==> src/rtl/teclado_digitos.sv <==
// Keypad digit accumulator: collects BCD digits into a shift buffer and emits a
// one-cycle final value on confirm, cancel or inactivity timeout.
module teclado_digitos #(
    parameter int TIMEOUT_CYCLES = 250_000_000,
    parameter int MAX_DIGITS     = 20
) (
    input  logic                                clk,
    input  logic                                rst,
    input  logic                                key_valid,
    input  logic [3:0]                          key_code,
    output logic [4*MAX_DIGITS-1:0]             digitos_value,
    output logic                                digitos_valid,
    output logic [$clog2(MAX_DIGITS+1)-1:0]     digit_count
);

    localparam int CNT_W = $clog2(MAX_DIGITS + 1);
    localparam int TMR_W = $clog2(TIMEOUT_CYCLES) + 1;

    localparam logic [4*MAX_DIGITS-1:0] ALL_F = {MAX_DIGITS{4'hF}};
    localparam logic [4*MAX_DIGITS-1:0] ALL_B = {MAX_DIGITS{4'hB}};
    localparam logic [4*MAX_DIGITS-1:0] ALL_E = {MAX_DIGITS{4'hE}};

    typedef enum logic [1:0] {
        IDLE  = 2'd0,
        ENTRY = 2'd1,
        EMIT  = 2'd2
    } state_t;

    state_t             state;
    logic [TMR_W-1:0]   timer;

    logic is_digit, is_confirm, is_cancel;

    always_comb begin
        is_digit   = key_valid && (key_code <= 4'd9);
        is_confirm = key_valid && (key_code == 4'hA);
        is_cancel  = key_valid && (key_code == 4'hB);
    end

    // The output buffer doubles as the entry buffer; sentinel patterns are
    // loaded into it for the single EMIT cycle and then wiped back to all-F.
    always_ff @(posedge clk or negedge rst) begin
        if (!rst) begin
            state         <= IDLE;
            digitos_value <= ALL_F;
            digitos_valid <= 1'b0;
            digit_count   <= '0;
            timer         <= '0;
        end else begin
            digitos_valid <= 1'b0;
            case (state)
                IDLE, ENTRY: begin
                    if (is_digit) begin
                        digitos_value <= {digitos_value[4*MAX_DIGITS-5:0], key_code};
                        if (digit_count != CNT_W'(MAX_DIGITS))
                            digit_count <= digit_count + CNT_W'(1);
                        state <= ENTRY;
                        timer <= '0;
                    end else if (is_confirm) begin
                        if (state == IDLE)
                            digitos_value <= ALL_F;
                        digitos_valid <= 1'b1;
                        state         <= EMIT;
                        timer         <= '0;
                    end else if (is_cancel) begin
                        digitos_value <= ALL_B;
                        digitos_valid <= 1'b1;
                        state         <= EMIT;
                        timer         <= '0;
                    end else if (state == ENTRY) begin
                        // A key in the expiry cycle wins, so expiry is only checked here.
                        if (timer == TMR_W'(TIMEOUT_CYCLES - 1)) begin
                            digitos_value <= ALL_E;
                            digitos_valid <= 1'b1;
                            state         <= EMIT;
                            timer         <= '0;
                        end else begin
                            timer <= timer + TMR_W'(1);
                        end
                    end else begin
                        timer <= '0;
                    end
                end
                EMIT: begin
                    digitos_value <= ALL_F;
                    digit_count   <= '0;
                    state         <= IDLE;
                    timer         <= '0;
                end
                default: begin
                    digitos_value <= ALL_F;
                    digit_count   <= '0;
                    state         <= IDLE;
                    timer         <= '0;
                end
            endcase
        end
    end

endmodule

==> config.mk <==
export PLATFORM = sky130hd
export DESIGN_NAME = teclado_digitos
export DESIGN_NICKNAME = d
export VERILOG_FILES = /design/src/rtl/teclado_digitos.sv
export SDC_FILE = /design/constraint.sdc
export NUM_CORES = 1
export LEC_CHECK = 0
export ABC_AREA = 1
export CELL_PAD_IN_SITES_DETAIL_PLACEMENT = 0
export CELL_PAD_IN_SITES_GLOBAL_PLACEMENT = 1
export CORE_UTILIZATION = 37
export CTS_BUF_LIST = sky130_fd_sc_hd__clkbuf_8
export CTS_CLUSTER_DIAMETER = 200
export DETAILED_ROUTE_END_ITERATION = 8
export PLACE_DENSITY = 0.88
export SYNTH_ARGS = -nofsm -noshare
export SYNTH_HDL_FRONTEND = slang
export SYNTH_SLANG_ARGS = --single-unit
==> constraint.sdc <==
create_clock -name clk -period 1.95 [get_ports clk]
set_input_delay 0.195 -clock clk [delete_from_list [all_inputs] [get_ports clk]]
set_output_delay 0.195 -clock clk [all_outputs]
set_load 0.05 [all_outputs]
# Word-level counts from Yosys, hierarchy flattened

Index checks and enable logic that the tools add are counted.

Bits in registers: 117
Bits of input ports: 7
Output and inout port bits: 86
Word-level logic and storage cells: 54

Add/subtract/negate cells: 2
Magnitude comparators: 1
Eq/ne operators: 10
Muxes and demuxes: 28
Reduce and logical (&&, ||, !) cells: 8

Operators with widths:

| operator                                                           | count |
|---|---|
| 80-bit two-way mux                                                 | 7 |
| 29-bit two-way mux                                                 | 6 |
| 29-bit by 1-bit adder with 29-bit output (second input constant)   | 1 |
| 29-bit by 28-bit == test with 1-bit output (second input constant) | 1 |
| 5-bit two-way mux                                                  | 3 |
| 5-bit inequality test (second input constant)                      | 3 |
| 2-bit two-way mux                                                  | 6 |
| 4-bit == test (second input constant)                              | 2 |
| 1-bit two-way mux                                                  | 6 |
| 5-bit by 1-bit adder with 5-bit output (second input constant)     | 1 |
| 4-bit <= comparator (second input constant)                        | 1 |
| 2-bit inequality test (second input constant)                      | 2 |
| 4-bit inequality test (second input constant)                      | 1 |
| 2-bit AND reduction                                                | 2 |
| 1-bit logical AND                                                  | 3 |
| 3-bit AND reduction                                                | 1 |
| 2-bit by 1-bit == test with 1-bit output (second input constant)   | 1 |
| 2-bit logical NOT                                                  | 1 |
| 2-bit OR reduction                                                 | 1 |

# Logic depth before layout (Yosys ltp)

Word-level depth: 7
Depth in mapped cells: 12
Mapped depth without buffers: 10

# Worst setup path before layout

Ideal clock, no wire load.

Path type: register to register
Start point: register timer[0]
End point: register state[0]
Setup time: 0.125 ns
Data arrival time: 1.661 ns
Data required time: 1.825 ns
Setup slack: 0.165 ns
Cell stages (with the launch flop): 13
Buffers on the path: 2
Clock period less this slack: 1.785 ns
Cells stage by stage: dfrtp_1 > ha_1 > nand3_2 > inv_2 > nand2_1 > nor2_1 > nand4_1 > nand2_2 > inv_2 > nand2_2 > buf_6 > buf_6 > nand2_1

Longest elaborated chain between the ends: 3

RTL lines:

| what                                       | line | RTL |
|---|---|---|
| from (decl)                                | 30   | `logic [TMR_W-1:0] timer;` |
| from (signal assigned)                     | 78   | `timer <= timer + TMR_W'(1);` |
| 29-bit by 28-bit == test with 1-bit output | 72   | `if (timer == TMR_W'(TIMEOUT_CYCLES - 1)) begin` |
| 5-bit inequality test (no source line)     | -    |  |
| 2-bit AND reduction (no source line)       | -    |  |
| to (signal assigned)                       | 68   | `state <= EMIT;` |
| to (signal assigned)                       | 75   | `state <= EMIT;` |
| to (signal assigned)                       | 87   | `state <= IDLE;` |
| to (decl)                                  | 29   | `state_t state;` |

Every way passes these cells.
A chain may end at the register's enable or synchronous reset.

# Worst setup path in the final report

Start point: register digit_count[0]
End point: output port digit_count[0]

RTL lines:

| what                   | line | RTL |
|---|---|---|
| from (decl)            | 13   | `output logic [$clog2(MAX_DIGITS+1)-1:0] digit_count` |
| from (signal assigned) | 56   | `digit_count <= digit_count + CNT_W'(1);` |

No word-level cell between the ends.

==> summary.txt <==
share of cells above drive strength 1 -> 23.52%
Fmax -> 0.5337 GHz
final hold vios -> 0
Routed WL per cell -> 14.29 um
pwr dens -> 1315 nW/um^2
Routability Congestion -> 0.8679
slowest CP cell -> clkdlybuf4s50_1
largest net degree at the start of global routing -> 45
Die Y -> 128.4 um
Seq/Total Area, Yosys -> 51.24%
CTS root buffer -> clkbuf_8
RSZ-0062 raised after global routing -> false
slew margin rel. -> 65.70%
NumNets Final -> 877
P&R area growth vs syn -> 30.28%
count of different cell masters after synthesis -> 23
total grt overflow -> 0
LEAKAGE -> 0.003580 uW
H-Tree Depth -> 4
CTS tree -> done
Post-Syn Area per Cell -> 7.735 um^2
vias in the first global route -> 4870
Fillers -> 1520
period utilisation layout -> 96.10%
vias per cell -> 4.790
Peak VDD IR -> 0.7797 mV
clock sinks -> 117
CP Data Arrival Time -> 1.68 ns
placed instance area -> 7259 um^2
CP startpoint kind -> register
drt pass-1 iters -> 4
Worst-Margin Slew -> 0.5137 ns
# port buffers -> 92
worst hold path type -> in -> async
Crit Path Class -> reg -> out
Cells after DPL -> 1056
# diodes -> 0
DRC violations left -> 0
global-route wire length before repair -> 25380 um
outcome -> finished clean
worst path cell trace -> clkdlybuf4s50_1
Die W -> 128.4 um
Bufs on Longest Clock Path -> 2
commonest cells after routing, fill and taps aside -> nand2_1 (312), nand3_1 (89), dfstp_2 (80)
Final Setup Violations -> 0
Yosys top cell area share -> 35.57%
Post-Route Skew -> 0.01121 ns
initial antenna violation count -> 0
Yosys warning total -> 0
CTS clk-pin slew, worst paths -> 0.08 ns
Slew Limit Fails -> 0
Post-DRT Antenna Nets -> 0
HPWL after detailed placement -> 10240 um
fin area -> 7699 um^2
Min Clock Period, post-route -> 1.874 ns
largest cells by area after synthesis -> dfstp_2 (36%), nand2_1 (20%), dfrtp_1 (16%)
FP Rows -> 45
DIE AREA -> 16480 um^2
Yosys reg bits -> 117
Core ar. -> 15370 um^2
via count -> 5226
GRT Resource Usage Total -> 19.79%
critical path buffer and inverter count -> 1
Crit path required time -> 1.75 ns
Max Cap Viol -> 0
CP Capture Type -> output pin
syn_nets -> 774
Cell Area, Synth -> 5909 um^2
initial core utilization -> 38.45%
cell taking the most area after synthesis -> dfstp_2
Ports -> 93
final std cells w/o fill -> 1091
Max stage delay on crit path -> 0.84 ns
TritonCTS buffer count -> 17
final wirelength -> 15590 um
1st-iter DRT viols -> 336
worst-path fanout max -> 4
delay-heaviest family, CP -> buffers and inverters
setup_tns -> 0 ns
most common cell after layout, fill and taps aside -> nand2_1
latest clock arrival within the worst-skew pair -> 0.44 ns
Cells after Synth -> 764
-- stage by stage --
stage                     setup WS [ns]  power, uW  hold WS (ns)  util (%)
after global placement          0.04372       7787        0.1333     47.23
after floorplan                  0.1649       6367       -0.1006         -
after detailed placement       0.004742       7811        0.1389     47.23
after global routing            0.01130      10640        0.2285     50.09
after CTS                      0.009357      10210        0.1968     49.79
final                           0.07613      10120        0.2038     50.09
-- cells in the mapped netlist (all sizes together) --
| cell | n |
|---|---|
| a21oi | 3 |
| buf | 21 |
| clkbuf | 18 |
| dfrtp | 37 |
| dfstp | 80 |
| ha | 3 |
| inv | 34 |
| nand2 | 315 |
| nand3 | 90 |
| nand3b | 1 |
| nand4 | 5 |
| nor2 | 74 |
| nor3 | 14 |
| nor4b | 1 |
| o21ai | 6 |
| o22ai | 1 |
| or2 | 38 |
| xnor2 | 4 |
| xor2 | 19 |
-- final cells by class --
class	count	area, um^2	share of cell area (%)
repair buffers	123	1239	16.09
flip-flops and latches	117	3028	39.33
clock buffers	19	261.5	3.397
clock inverters	13	200.2	2.600
well taps	211	264.0	3.429
inverters	34	127.6	1.658
multi-input cells	574	2579	33.50
-- layer usage --
metal | vias to the layer above | global-route usage (%) | part of all wire (%)
li1 | 2583 | - | -
met2 | 136 | 30.14 | 46
met3 | 20 | 4.491 | 5.9
met4 | 0 | 7.336 | 1.8
met1 | 2487 | 27.53 | 46
met5 | - | 0 | 0
-- path summary, 6_finish.rpt --
| kind | start | to | slack, ns | cells past startpoint |
|---|---|---|---|---|
| hold reg to reg | digitos_value[77] | digitos_value[77] | 0.46 | 2 |
| max in group asynchronous | rst | digitos_value[61] | 1.04 | 3 |
| min in group clk | digitos_value[77] | digitos_value[77] | 0.46 | 2 |
| setup / recovery | digit_count[0] | digit_count[0] | 0.08 | 1 |
| hold / removal | rst | timer[9] | 0.20 | 2 |
| setup reg to reg | timer[0] | timer[4] | 0.15 | 12 |
-- where the power goes --
group | switching (uW) | internal (uW) | total [uW]
Sequential | 432 | 3270 | 3700
Clock | 1020 | 1590 | 2610
Combinational | 2750 | 1070 | 3810
-- cells by family (layout without fill, tap and decap cells) --
group	Yosys count	after routing	synth area share, %
AO/OA/AOI/OAI	10	10	0.8681
AND/OR/NAND/NOR	538	538	38.56
adder cells (fa/ha/maj)	3	3	0.6353
buffers and inverters	73	189	5.293
XOR/XNOR	23	23	3.409
flip-flops	117	117	51.24
-- registers in the layout, indices dropped and copies added (netlist names) --
signal         flops
digitos_value     80
timer             29
digit_count        5
state              2
digitos_valid      1
-- timing repair --
item                                    in CTS  in global routing
pin swaps                                    0                  1
setup buffers                                0                  1
endpoints found under the hold margin       22                  0
gates resized for setup                     62                  4
gates cloned                                 0                  1
endpoints found under the setup margin      62                 71
hold buffers                                 1                  0
Power figures use the tool's default switching activity.
